`src/rtl/buf_fanout_monitor.sv`:
```
// buf_fanout_monitor
//
// Watches both fanned-out copies of one buffered net (out1/out2 of a
// two-output buf stage), brings each into the clk domain through its own
// synchronizer chain, and checks that the two copies agree.  The value
// they last agreed on is forwarded on agree_out and its rising edges are
// counted.  Short disagreements count as transient episodes.  A
// disagreement that lasts MISMATCH_LIMIT consecutive synchronized cycles
// latches a sticky fault, which only clr or rst can clear.
//
// Parameters:
//   SYNC_STAGES    flops per input synchronizer chain (2..4)
//   MISMATCH_LIMIT consecutive mismatch cycles that declare a fault (2..15)
//   CNT_W          width of edge_cnt and mismatch_cnt
//
// Ports:
//   clk          sole clock, rising edge
//   rst          asynchronous active-high reset
//   in1, in2     the two buffered copies
//   clr          synchronous clear of counters and fault
//   agree_out    last agreed value (registered)
//   edge_cnt     saturating count of agree_out rising edges
//   mismatch_cnt saturating count of transient disagreement episodes
//   fault        sticky persistent-disagreement flag
//   state        FSM state: 0 AGREE, 1 SUSPECT, 2 FAULT

module buf_fanout_monitor #(
  parameter int SYNC_STAGES    = 2,
  parameter int MISMATCH_LIMIT = 3,
  parameter int CNT_W          = 8
) (
  input  logic             clk,
  input  logic             rst,
  input  logic             in1,
  input  logic             in2,
  input  logic             clr,
  output logic             agree_out,
  output logic [CNT_W-1:0] edge_cnt,
  output logic [CNT_W-1:0] mismatch_cnt,
  output logic             fault,
  output logic [1:0]       state
);

  typedef enum logic [1:0] {
    ST_AGREE   = 2'd0,
    ST_SUSPECT = 2'd1,
    ST_FAULT   = 2'd2
  } state_t;

  localparam logic [CNT_W-1:0] CNT_MAX  = '1;
  localparam logic [CNT_W-1:0] CNT_ONE  = 1;
  localparam logic [3:0]       RUN_ONE  = 4'd1;
  localparam logic [3:0]       RUN_LAST = 4'(MISMATCH_LIMIT - 1);

  state_t             cur_state, nxt_state;
  logic [SYNC_STAGES-1:0] sync1, sync2;
  logic               s1, s2, m;
  logic [3:0]         run, run_nxt;
  logic               agree_nxt, fault_nxt;
  logic [CNT_W-1:0]   edge_nxt, mm_nxt;

  // Two independent synchronizer chains; the copies are never combined
  // before the last stage, so each one settles on its own.
  always_ff @(posedge clk or posedge rst) begin
    if (rst) begin
      sync1 <= '0;
      sync2 <= '0;
    end else begin
      sync1 <= {sync1[SYNC_STAGES-2:0], in1};
      sync2 <= {sync2[SYNC_STAGES-2:0], in2};
    end
  end

  assign s1    = sync1[SYNC_STAGES-1];
  assign s2    = sync2[SYNC_STAGES-1];
  assign m     = s1 ^ s2;
  assign state = cur_state;

  always_ff @(posedge clk or posedge rst) begin
    if (rst) begin
      cur_state    <= ST_AGREE;
      run          <= '0;
      agree_out    <= 1'b0;
      fault        <= 1'b0;
      edge_cnt     <= '0;
      mismatch_cnt <= '0;
    end else begin
      cur_state    <= nxt_state;
      run          <= run_nxt;
      agree_out    <= agree_nxt;
      fault        <= fault_nxt;
      edge_cnt     <= edge_nxt;
      mismatch_cnt <= mm_nxt;
    end
  end

  // run counts consecutive mismatch cycles of the current episode; the
  // cycle that enters SUSPECT is the first one, so the fault lands on the
  // edge that samples the MISMATCH_LIMIT-th mismatch.  clr overrides every
  // transition and increment; a mismatch still present under clr simply
  // starts a fresh episode on the next edge.
  always_comb begin
    nxt_state = cur_state;
    run_nxt   = run;
    agree_nxt = agree_out;
    fault_nxt = fault;
    edge_nxt  = edge_cnt;
    mm_nxt    = mismatch_cnt;

    if (clr) begin
      nxt_state = ST_AGREE;
      run_nxt   = '0;
      fault_nxt = 1'b0;
      edge_nxt  = '0;
      mm_nxt    = '0;
      if (!m) agree_nxt = s1;
    end else begin
      case (cur_state)
        ST_AGREE: begin
          if (m) begin
            nxt_state = ST_SUSPECT;
            run_nxt   = RUN_ONE;
          end else begin
            agree_nxt = s1;
          end
        end
        ST_SUSPECT: begin
          if (m) begin
            if (run == RUN_LAST) begin
              nxt_state = ST_FAULT;
              fault_nxt = 1'b1;
              run_nxt   = '0;
            end else begin
              run_nxt = run + RUN_ONE;
            end
          end else begin
            nxt_state = ST_AGREE;
            run_nxt   = '0;
            agree_nxt = s1;
            if (mismatch_cnt != CNT_MAX) mm_nxt = mismatch_cnt + CNT_ONE;
          end
        end
        ST_FAULT: begin
          fault_nxt = 1'b1;
        end
        default: begin
          nxt_state = ST_AGREE;
        end
      endcase

      // agree_out only moves in AGREE or when leaving SUSPECT, so this
      // cannot fire while holding in SUSPECT or FAULT.
      if (!agree_out && agree_nxt && (edge_cnt != CNT_MAX))
        edge_nxt = edge_cnt + CNT_ONE;
    end
  end

endmodule

```
`config.mk`:
```
export PLATFORM = sky130hd
export DESIGN_NAME = buf_fanout_monitor
export DESIGN_NICKNAME = d
export VERILOG_FILES = /design/src/rtl/buf_fanout_monitor.sv
export SDC_FILE = /design/constraint.sdc
export NUM_CORES = 1
export LEC_CHECK = 0
export ABC_AREA = 0
export BUFFER_PORTS_ARGS = -buffer_cell sky130_fd_sc_hd__buf_2
export CORE_ASPECT_RATIO = 2
export CORE_MARGIN = 1.5
export CORE_UTILIZATION = 45
export CTS_CLUSTER_DIAMETER = 80
export DETAILED_ROUTE_END_ITERATION = 10
export PLACE_DENSITY_LB_ADDON = 0.12
export RECOVER_POWER = 50
export SLEW_MARGIN = 20
export SYNTH_ARGS = -nofsm -noshare
export SYNTH_HDL_FRONTEND = slang
export SYNTH_SLANG_ARGS = --single-unit
export TNS_END_PERCENT = 10
```
`constraint.sdc`:
```
create_clock -name clk -period 1.8 [get_ports clk]
set_input_delay 0.27 -clock clk [delete_from_list [all_inputs] [get_ports clk]]
set_output_delay 0.27 -clock clk [all_outputs]
set_load 0.005 [all_outputs]
```
==> run summary <==
The run finished with clean final reports. The number of antenna violations at the first check in global routing is 0. The switching share of power is 25.45%. The hold path startpoint is in1. The minimum clock period is approximately 1700 ps. The slew at the pin with the worst max-slew slack came out at 1485 ps. The synthesized design contains 28 register bits. Counting cells, the worst reg-to-reg path comes to 5. The path class of the lowest-slack min-delay path is in -> reg. The number of global-route vias before repair came out at 1220.

The post-layout net count is around 190. Clock latency on the worst-skew pair, taken at its later pin, is 270 ps. The total setup buffers inserted after CTS is 0. The global placer's final weighted congestion came out at 0.8173.

The max-cap violation count came out at 0. The xor/xnor cell area share of the yosys netlist is 3.600%. The number of levels the H-tree was split into is 1. By count the netlist is led by dfrtp_1, a21oi_1, nor2_1. The setup slack of the worst register-to-register path came out at roughly 120 ps. The distinct cell type count of the synthesized netlist is 44. The count of buffers inserted at the top-level ports came out at 24.

The maximum VDD drop came out at 0.5783 mV. The count of routing violations after the opening detailed-route iteration is 29. Data on the critical path arrives at its endpoint at 1890 ps. Hold is met by approximately 94 ps. The region available for standard cell placement spans 2978 um2. The static power due to leakage came out at 0.7798 nW. The power share of the sequential group came out at 55.5%. Setup violations remaining at the end of the flow were counted as 0. The share of synthesized area spent on multiplexers came out at 1.405%.

The final hold violation count is 0. The initial utilization of the core area, before any placement, comes to 47.86%. The combinational share of power is a little over an eighth. By instance count, the leading cell after synthesis is dfrtp_1.

The antenna diode count is 0. Dividing the final minimum period by the clock period gives 93.60%. The library cell with the largest summed area after synthesis is dfrtp_1. Along the worst hold path, the cell count comes to 1. From bottom edge to top edge, the die measures 82.59 um.

The most used flip-flop cell after synthesis is dfrtp_1. Setup repair after global routing left no endpoint under its margin. The area fraction in and, or, nand and nor cells after synthesis is 21.69%. The area enclosed by the die boundary is 3534 um2. The number of max-slew violations in the final report is 0. The worst setup path is of the reg -> reg kind. The adder-cell share of the synthesized area is about 3.5%. The power per cell area is 736.2 nW/um2.

After synthesis, the largest family of logic cells by area is simple AND/OR/NAND/NOR gates. The cell area after synthesis came out at about 1400 um2. Of the cells placed in the final design, the portion with a size suffix greater than 1 is between 20% and 30%. In this run the critical register-to-register path is captured at mismatch_cnt[5]. On the worst path, the slowest cell contributes a delay of 470 ps. The count of unresolved DRC violations after routing is 0.

The largest net degree at the start of global routing came out at 29. The number of vias after detailed routing is 1230. Walking the worst path, the cells encountered are ha_1 > nand4b_1 > nor2_2 > or4b_1 > a21oi_1.

The synthesized netlist net count came out at 153. The placed wire-length estimate after detailed placement is 2409 um. The startpoint of the worst-slack reg-to-reg timing path is mismatch_cnt[0]. The cell sitting at the root of the clock tree is a clkbuf_8. For the final routed database, the setup TNS stands at 0 ps.

The total wirelength of the detailed-routed design is 3172 um. The count of nets left with antenna violations once routing finished came out at 0. The clock passes through at most 2 buffers. The number of enable-type register cells in the synthesized netlist is 0. The synthesized-area fraction occupied by ao, oa, aoi and oai cells is 17.65%. The global-route wire length before repair is 5457 um.

The boundary pin count came out at 25. The total iterations of the first detailed-routing run came out at 4. The clock network is responsible for 31.1% of the overall power. The sink of the worst hold path is sync1[0]. In this run the worst path has a maximum fanout of 8.

The width of the chip came out at approximately 43 um. The average vias per placed instance came out at 5.971. The area added between synthesis and finish is 18.35%. The mean instance size in the synthesized netlist came out at 9.897 um2. Across the routed clock network, the largest skew measured is 1.839 ps. The number of sinks on the clock net came out at 28. The global router's overall resource usage is between 20% and 30%. STA classifies the critical path endpoint as a flip-flop. In this run the power spent charging and discharging nets is about 0.32 mW. The clock tree from TritonCTS is done.

The gate count after technology mapping came out at 144. Fill cells in the final layout number between 200 and 300. The relative max-transition margin is between 1 and 1.5%.

The number of clock buffers inserted by TritonCTS is 3. Yosys attributes the largest share of cell area to dfrtp_1, a21oi_1, ha_1. The wire length per cell after detailed routing is about 15 um.

The clock input transition at the sequential cells of the worst setup and hold paths is 90 ps. The number of rows created at floorplan is 28. The sort of element at the start of the critical path is a flip-flop.

During synthesis, Yosys emitted a total of 0 warnings. Cell internal power was estimated by the tool at 0.9256 mW. The fmax came out at 593.6 MHz.

The area share of the largest cell type after synthesis is 49.17%. After global routing the overflow that remains totals 0. The share of async-settable or async-resettable flops after synthesis came out at 100.0%. The cell at the slowest stage of the critical path is or4b_1. The required time of the critical path came out at roughly 2000 ps. The sequential share of the synthesized area came out at 49.17%.
## per-layer routing
layer	track usage [%]	routed length [um]	vias to the layer above
li1	-	-	597
met1	21.46	1193	602
met3	2.609	88	9
met5	0	0	-
met2	39.09	1802	22
met4	8.750	87	0
## power groups by stage
stage	Combinational, mW	Sequential, mW	Clock [mW]
after floorplan	0.0958	0.698	0
after global placement	0.161	0.699	0
after detailed placement	0.167	0.701	0
after CTS	0.168	0.689	0.401
after global routing	0.188	0.695	0.422
final	0.166	0.689	0.387
## sequential cells by signal, indices dropped and copies added, names as in the netlist
name	count
fault	1
edge_cnt	8
run	4
sync1	2
sync2	2
mismatch_cnt	8
agree_out	1
state	2
## area by class of cell
cell class | count | area (um2) | area share [%]
well taps | 30 | 37.54 | 2.226
inverters | 6 | 22.52 | 1.335
repair buffers | 33 | 182.7 | 10.83
multi-input cells | 105 | 688.2 | 40.80
clock buffers | 4 | 55.05 | 3.264
flip-flops and latches | 28 | 700.7 | 41.54
## per-stage QoR
step	power, mW	area (um2)	util [%]	setup slack, ps	cells
2_1_floorplan	0.7943	1425	-	234.9	144
3_3_place_gp	0.8602	1630	54.75	159.0	202
3_5_place_dp	0.8686	1630	54.75	101.8	202
4_1_cts	1.258	1685	56.60	76.10	206
5_1_grt	1.305	1687	56.64	14.94	206
6_report	1.242	1687	56.64	115.3	206
## critical path, delay by kind of cell, from the launching register on
kind                     cells  cell delay [ps]
adder cells (fa/ha/maj)      1              260
AND/OR/NAND/NOR              3              750
flip-flops                   1              440
AO/OA/AOI/OAI                1              160
## logic make-up (layout without fill, tap and decap cells)
family          after synthesis  count (layout)
buf+inv                      11              43
xor+xnor                      5               5
flops                        28              28
compound gates               38              38
mux                           2               2
simple gates                 56              56
fa+ha+maj                     4               4
## worst max path at each step
| stage | start | endpoint | slack [ps] | cells past startpoint |
|---|---|---|---|---|
| 5_1_grt | run[0] | fault | 10 | 6 |
| 4_1_cts | sync2[1] | mismatch_cnt[6] | 80 | 4 |
| 2_1_floorplan | sync2[1] | mismatch_cnt[5] | 230 | 5 |
| 6_report | mismatch_cnt[0] | mismatch_cnt[5] | 120 | 5 |
| 3_5_place_dp | sync2[1] | mismatch_cnt[6] | 100 | 4 |
| 3_3_place_gp | sync1[1] | mismatch_cnt[7] | 160 | 5 |
## layout by cell type (no fill, tap or decap), types with 2 or more instances in the layout
cell type / instances
dfrtp_1: 28
buf_2: 23
a21oi_1: 13
nor2_1: 12
nand2_1: 8
buf_4: 8
nor3_1: 7
nand3_1: 6
inv_1: 6
nand2b_1: 5
o21ai_0: 4
a211oi_1: 4
ha_1: 4
clkbuf_8: 4
or4_1: 3
xnor2_1: 3
nand4_1: 2
o31ai_1: 2
o41ai_1: 2
nor4_1: 2
mux2i_1: 2
o2bb2ai_1: 2
clkbuf_1: 2
## repair_timing
action | 4_1_cts | 5_1_grt
endpoints found under the setup margin | 0 | 6
resized for setup | 0 | 2
hold endpoints to repair | 0 | 0
hold buffers | 0 | 0
Note: power is estimated with default switching activity, not from simulation.
